===== src/rtl/serial_tx_shifter.sv =====
// Byte-to-serial transmitter: frames a byte as start bit, 8 data bits LSB first, stop bit.
// Every output is a flop, so tx is glitch-free and ready never depends on valid combinationally.
module serial_tx_shifter #(
  parameter int unsigned DIV    = 4,
  parameter int unsigned DATA_W = 8
) (
  input  logic              clk,
  input  logic              rst,
  input  logic [DATA_W-1:0] data,
  input  logic              valid,
  output logic              ready,
  output logic              tx,
  output logic              busy
);

  typedef enum logic [1:0] {
    IDLE  = 2'd0,
    START = 2'd1,
    DATA  = 2'd2,
    STOP  = 2'd3
  } state_t;

  localparam logic [3:0] DIV_LAST = 4'(DIV - 1);
  localparam logic [2:0] BIT_LAST = 3'(DATA_W - 1);

  state_t            state_q, state_d;
  logic [3:0]        div_q, div_d;
  logic [2:0]        bit_q, bit_d;
  logic [DATA_W-1:0] shift_q, shift_d;
  logic              tx_q, tx_d;
  logic              ready_q, ready_d;
  logic              busy_q, busy_d;
  logic              bit_end;

  always_ff @(posedge clk) begin
    if (rst) begin
      state_q <= IDLE;
      div_q   <= '0;
      bit_q   <= '0;
      shift_q <= '0;
      tx_q    <= 1'b1;
      ready_q <= 1'b1;
      busy_q  <= 1'b0;
    end else begin
      state_q <= state_d;
      div_q   <= div_d;
      bit_q   <= bit_d;
      shift_q <= shift_d;
      tx_q    <= tx_d;
      ready_q <= ready_d;
      busy_q  <= busy_d;
    end
  end

  always_comb begin
    state_d = state_q;
    div_d   = div_q;
    bit_d   = bit_q;
    shift_d = shift_q;
    tx_d    = tx_q;
    ready_d = ready_q;
    bit_end = (div_q == DIV_LAST);

    case (state_q)
      IDLE: begin
        tx_d    = 1'b1;
        ready_d = 1'b1;
        div_d   = '0;
        bit_d   = '0;
        if (valid && ready_q) begin
          shift_d = data;
          state_d = START;
          tx_d    = 1'b0;
          ready_d = 1'b0;
        end
      end
      START: begin
        div_d = bit_end ? '0 : 4'(div_q + 4'd1);
        if (bit_end) begin
          state_d = DATA;
          bit_d   = '0;
          tx_d    = shift_q[0];
        end
      end
      DATA: begin
        div_d = bit_end ? '0 : 4'(div_q + 4'd1);
        // tx is loaded one bit ahead so the line changes exactly on the bit boundary
        if (bit_end) begin
          shift_d = shift_q >> 1;
          bit_d   = 3'(bit_q + 3'd1);
          if (bit_q == BIT_LAST) begin
            state_d = STOP;
            tx_d    = 1'b1;
          end else begin
            tx_d    = shift_q[1];
          end
        end
      end
      STOP: begin
        div_d = bit_end ? '0 : 4'(div_q + 4'd1);
        if (bit_end) begin
          state_d = IDLE;
          ready_d = 1'b1;
        end
      end
      default: begin
        state_d = IDLE;
        tx_d    = 1'b1;
        ready_d = 1'b1;
      end
    endcase

    busy_d = !ready_d;
  end

  assign ready = ready_q;
  assign tx    = tx_q;
  assign busy  = busy_q;

endmodule

===== config.mk =====
export PLATFORM = sky130hd
export DESIGN_NAME = serial_tx_shifter
export DESIGN_NICKNAME = d
export VERILOG_FILES = /design/src/rtl/serial_tx_shifter.sv
export SDC_FILE = /design/constraint.sdc
export NUM_CORES = 1
export LEC_CHECK = 0
export ABC_AREA = 1
export CORE_MARGIN = 4
export CORE_UTILIZATION = 50
export CTS_CLUSTER_DIAMETER = 80
export DETAILED_ROUTE_END_ITERATION = 10
export GPL_ROUTABILITY_DRIVEN = 0
export PLACE_DENSITY_LB_ADDON = 0.2
export REMOVE_ABC_BUFFERS = 1
export SLEW_MARGIN = 20
export SYNTH_ARGS = -nofsm -noshare
export SYNTH_HDL_FRONTEND = slang
export SYNTH_SLANG_ARGS = --single-unit
export TNS_END_PERCENT = 50

===== constraint.sdc =====
create_clock -name clk -period 3.3 [get_ports clk]
set_clock_uncertainty 0.1 [all_clocks]
set_input_delay 0.33 -clock clk [delete_from_list [all_inputs] [get_ports clk]]
set_output_delay 0.33 -clock clk [all_outputs]
set_load 0.02 [all_outputs]

==> results of run 1 <==
[worst reg2reg max path, cell delays in order (launching register included)]
cell and delay, ps:
dfxtp_1 350, inv_1 110, ha_1 580, nand2_1 140
nand2_2 250, nand2_1 120, nand2_1 70, nand2_1 40
nor2_1 90
[through the flow]
| stage | std cells | hold WS, ps | setup slack [ps] | util (%) |
|---|---|---|---|---|
| floorplan | 155 | 299.1 | 1700 | - |
| global placement | 195 | 332.9 | 1489 | 60.36 |
| detailed placement | 195 | 339.6 | 1422 | 60.36 |
| CTS | 199 | 362.9 | 1383 | 62.13 |
| global route | 199 | 391.3 | 1246 | 62.13 |
| finish | 199 | 362.6 | 1387 | 62.13 |
[state kept, by name (all words and copies together), names as in the netlist, named ones only]
register and cells:
bit_q 3, busy 1, div_q 4, shift_q 8, state_q 2, tx 1
[power by group through the flow]
stage	Clock (uW)	Combinational (uW)	Sequential, uW
finish	142	457	379
detailed placement	0	457	384
CTS	148	459	378
global placement	0	454	381
global route	159	526	391
floorplan	0	332	390
[cell usage in the layout, fill, tap and decap left out, drive strengths merged]
| master | instances |
|---|---|
| dfxtp | 20 |
| nand3 | 21 |
| or2 | 2 |
| a21oi | 16 |
| and2 | 7 |
| nor2 | 20 |
| clkbuf | 4 |
| nand4 | 2 |
| clkdlybuf4s50 | 13 |
| inv | 13 |
| o21ai | 2 |
| nand2 | 44 |
| ha | 8 |
[how the worst min path moves through the flow]
| stage | startpoint | to | depth (start not counted) |
|---|---|---|---|
| finish | div_q[0] | div_q[0] | 1 |
| global route | div_q[0] | div_q[0] | 1 |
| CTS | div_q[0] | div_q[0] | 1 |
| detailed placement | div_q[0] | div_q[0] | 1 |
| global placement | div_q[0] | div_q[0] | 1 |
| floorplan | rst | bit_q[0] | 1 |
[final cells by class]
type                    count  share of cell area (%)
clock buffers               4                   2.860
flip-flops and latches     20                   31.56
multi-input cells         122                   48.62
inverters                  13                   4.043
repair buffers             13                   10.26
well taps                  27                   2.663
[metal layers]
layer | part of all wire [%] | up-vias | wire length, um
li1 | - | 534 | -
met3 | 5.7 | 5 | 123
met2 | 43 | 23 | 930
met5 | 0 | - | 0
met1 | 49 | 444 | 1058
met4 | 1.3 | 0 | 27
[logic make-up (layout without fill, tap and decap cells)]
group / Yosys count / after routing
adders and majority gates: 8 / 8
AOI/OAI and AO/OA: 18 / 18
DFF: 20 / 20
and+or+nand+nor: 96 / 96
buffers and inverters: 18 / 30
==> impl_metrics.ini, run 1 <==
[status]
status = finished clean

[setup_path]
criticalPathCategory = reg2reg
crit_start = state_q[0]
path_cells = inv_1 -> ha_1 -> nand2_1 -> nand2_2 -> nand2_1 -> nand2_1 -> nand2_1 -> nor2_1
crit_path_end_kind = flip-flop
rr_startpoint = state_q[0]
r2r_cells = 8
critPathTopFamily = simple AND/OR/NAND/NOR gates
cp_slowest_stage_delay_ps = 570
r2r_slack_ps = 1390
r2r_end = shift_q[7]
cpMaxStageDelayCell = ha_1
crit_end = shift_q[7]
cp.arrival_ps = 2060
cp_max_fo = 16
cp_num_buf_inv = 1
critPathRequiredTime_ps = 3440
critical_path_depth = 8
cp-start-kind = flip-flop
path_common_cell = nand2_1

[global_routing]
antenna_found_initial = 0
grt_pass1_vias = 912
grt.met3_usage_pct = 4.196
grt_overflow = 0
use_met2_pct = 22.80
use_met1_pct = 18.49
grt_usage_pct = 14.51
top_usage_layer = met2
grt_pass1_wl_um = 3732
grt_max_degree = 17

[detailed_routing]
vias_per_cell = 5.055
antenna_left = 0
routed_wl_um = 2140
first_pass_iters = 4
drc_errors = 0
wl_per_cell_um = 10.75
dr.first_iter.drc_count = 14
dr_total_vias = 1006

[pwr]
switching_share_pct = 41.34
p_int_uw = 574.2
pwr-share-comb_pct = 46.7
powerDensity_mw_per_mm2 = 771.6
p_leak_uw = 0.0005631
power_uw = 978.9
pwr-share-clk_pct = 14.6
ir_worst_vdd_mv = 0.4997
pwr-share-seq_pct = 38.7
power_switching_uw = 404.7

[cts]
cts_setup_buffers = 0
cts_hold_buf = 0
root_buffer = clkbuf_4
htreeDepth = 1
clk_latency_ps = 300
cts_max_path_buffers = 2
cts_tree = yes
ctsResizeCount = 0
cts_buffers = 3
cts.reportedPaths.clkPinSlew_ps = 110
cts_sinks = 20

[floorplan]
dieHeight_um = 55.22
dieWidth_um = 55.22
start_util_pct = 54.60
dieArea_mm2 = 0.003049
ioPinCount = 14
std_cell_rows = 16
core_region_area_mm2 = 0.002042

[yosys]
synthMuxAreaShare_pct = 0
synthArstFlopShare_pct = 0
synth_top_area_cell = dfxtp_1
synthXorXnorAreaFrac_pct = 0
synth-adder-area-share_pct = 8.979
synth-compound-area-share_pct = 8.081
synth_cells = 160
yosys_most_used_dff = dfxtp_1
synth_area_leaders = dfxtp_1 36%, nand2_1 13%, nand3_1 9.4%
synth_top_area_share_pct = 35.91
synth_edf_count = 0
yosysWarnings = 0
ys_top_cells_by_count = 40 x nand2_1, 21 x nand3_1, 20 x dfxtp_1, 19 x nor2_1, 16 x a21oi_1
yosysMostFrequentCell = nand2_1
yosys.area_share.simple_pct = 38.27
synth_top_family_by_area = simple AND/OR/NAND/NOR gates
yosysSeqAreaShare_pct = 35.91
ys_ff_latch = 20
syn_avg_cell_area_um2 = 6.968
syn_area_mm2 = 0.001115
synthDistinctLibCells = 18

[cells_and_area]
n_antenna_cell = 0
syn2layout_area_growth_pct = 13.81
drive_gt1_share_pct = 6.977
multi_input_area_um2 = 616.8
n_fill_cell = 192
stdcell_area_mm2 = 0.001269
final_net_count = 192
seqCellArea_um2 = 400.4

[hold_path]
hold_class = reg2reg

[place]
port_buffers = 13
hpwl_um = 1586
placed_area_mm2 = 0.001232

[sta]
finalHoldViolCount = 0
post-route-min-period_ps = 1913
relSlewSlack_pct = 57.64
tns_ps = 0
setup_violations = 0
max_freq_ghz = 0.5229
tightest_slew_ps = 635.5
rsz0062_at_grt = false
maxSlewViolCount = 0
fin_crit_sh_pct = 57.96

[run]
maxCapViolCount = 0
(Power assumes the default switching activity.)
==> inputs of run 2 (changes only) <==
==> constraint.sdc (replaced) <==
create_clock -name clk -period 1.8 [get_ports clk]
set_clock_uncertainty 0.1 [all_clocks]
set_input_delay 0.18 -clock clk [delete_from_list [all_inputs] [get_ports clk]]
set_output_delay 0.18 -clock clk [all_outputs]
set_load 0.02 [all_outputs]
==> impl_metrics.ini, run 2 (same netlist as run 1, synthesis figures left out) <==
[global_routing]
top_usage_layer = met2
use_met2_pct = 25.00
antenna_found_initial = 0
use_met1_pct = 21.91
grt_usage_pct = 15.96
grt_pass1_wl_um = 4077
grt_pass1_vias = 940
grt_max_degree = 16
grt_overflow = 0
grt.met3_usage_pct = 3.263

[pwr]
p_int_uw = 1065
pwr-share-clk_pct = 14.6
powerDensity_mw_per_mm2 = 1428
pwr-share-seq_pct = 38.2
pwr-share-comb_pct = 47.2
p_leak_uw = 0.0005669
switching_share_pct = 41.70
power_switching_uw = 761.4
ir_worst_vdd_mv = 0.8558

[cells_and_area]
multi_input_area_um2 = 619.3
largest_register_ffs = 8
fin_util_pct = 62.62
seqCellArea_um2 = 400.4
final_net_count = 193
final_common_cell = nand2_1
top_regs = shift_q (8), div_q (4), bit_q (3)
drive_gt1_share_pct = 8.092
n_fill_cell = 191
n_antenna_cell = 0
syn2layout_area_growth_pct = 14.70
most-common-layout-cells = 40 x nand2_1, 21 x nand3_1, 20 x dfxtp_1
fin_cells = 200
regMostFlops = shift_q

[setup_path]
cp_max_fo = 5
rr_startpoint = state_q[0]
critical_path_depth = 1
r2r_slack_ps = 210
critPathRequiredTime_ps = 1520
path_cells = clkdlybuf4s50_1
r2r_end = shift_q[7]
criticalPathCategory = reg2out
cp-start-kind = flip-flop
critPathTopFamily = buffers and inverters
r2r_cells = 8
crit_path_end_kind = output pin
cpMaxStageDelayCell = clkdlybuf4s50_1
cp_num_buf_inv = 1
cp_slowest_stage_delay_ps = 630
cp.arrival_ps = 1350

[detailed_routing]
wl_per_cell_um = 11.45
dr_total_vias = 998
first_pass_iters = 4
vias_per_cell = 4.990
dr.first_iter.drc_count = 17
drc_errors = 0
routed_wl_um = 2289
antenna_left = 0

[hold_path]
hold_class = reg2reg
hold_depth = 1
hold_end = div_q[0]
holdCritStartpoint = div_q[0]

[floorplan]
ioPinCount = 14
dieArea_mm2 = 0.003049
dieWidth_um = 55.22
start_util_pct = 54.60
core_region_area_mm2 = 0.002042
std_cell_rows = 16
dieHeight_um = 55.22

[cts]
cts_hold_buf = 0
root_buffer = clkbuf_4
cts.reportedPaths.clkPinSlew_ps = 120
cts_sinks = 20
htreeDepth = 1
cts_buffers = 3
cts_max_path_buffers = 2
clk_latency_ps = 300
cts_tree = yes

[sta]
setup_violations = 0
fin_crit_sh_pct = 90.67
max_freq_ghz = 0.6127
tightest_slew_ps = 440.4
relSlewSlack_pct = 70.61
rsz0062_at_grt = false
post-route-min-period_ps = 1632
tns_ps = 0
maxSlewViolCount = 0
finalHoldViolCount = 0

[place]
port_buffers = 13
dp_cells = 196
hpwl_um = 1704

[run]
maxCapViolCount = 0

[status]
status = finished clean
## run 2: changes by cell type in the layout (fill, tap and decap cells not counted), sizes merged
cell,delta
buf,+1
## run 2: per-stage QoR
step | cell area, um^2 | power (uW) | setup slack [ps] | hold slack [ps]
after floorplan | 1069 | 1324 | 200.0 | 149.1
after global placement | 1240 | 1541 | 173.4 | 333.0
after CTS | 1276 | 1832 | 97.87 | 364.2
final | 1279 | 1826 | 167.9 | 363.1
after global routing | 1279 | 1993 | 48.32 | 398.4
after detailed placement | 1240 | 1563 | 123.4 | 339.1
## run 2: power groups by stage
stage	Sequential, uW	Combinational, uW	Clock, uW
after floorplan	715	609	0
after global placement	702	839	0
after detailed placement	706	856	0
after CTS	697	861	274
after global routing	718	982	293
final	697	863	266
## run 2: how the worst max path moves through the flow
stage,endpoint,slack [ps]
finish,ready,170
global route,shift_q[7],50
CTS,shift_q[7],100
detailed placement,shift_q[7],120
global placement,shift_q[7],170
floorplan,shift_q[7],200
## run 2: layout make-up
cell class / count / area share [%]
inverter: 13 / 4.012
clock buffer: 4 / 2.838
multi-input combinational: 122 / 48.43
tap: 27 / 2.642
sequential: 20 / 31.31
timing repair buffer: 14 / 10.76
## run 2: repair_timing
item                       CTS  global route
resized for setup            0             1
setup buffers                0             0
setup endpoints to repair    0             7
## run 2: per-layer routing
layer | part of all wire (%) | up-vias | wire length [um]
li1 | - | 537 | -
met1 | 51 | 442 | 1166
met2 | 45 | 17 | 1026
met3 | 3.1 | 2 | 71
met4 | 1.0 | 0 | 24
met5 | 0 | - | 0
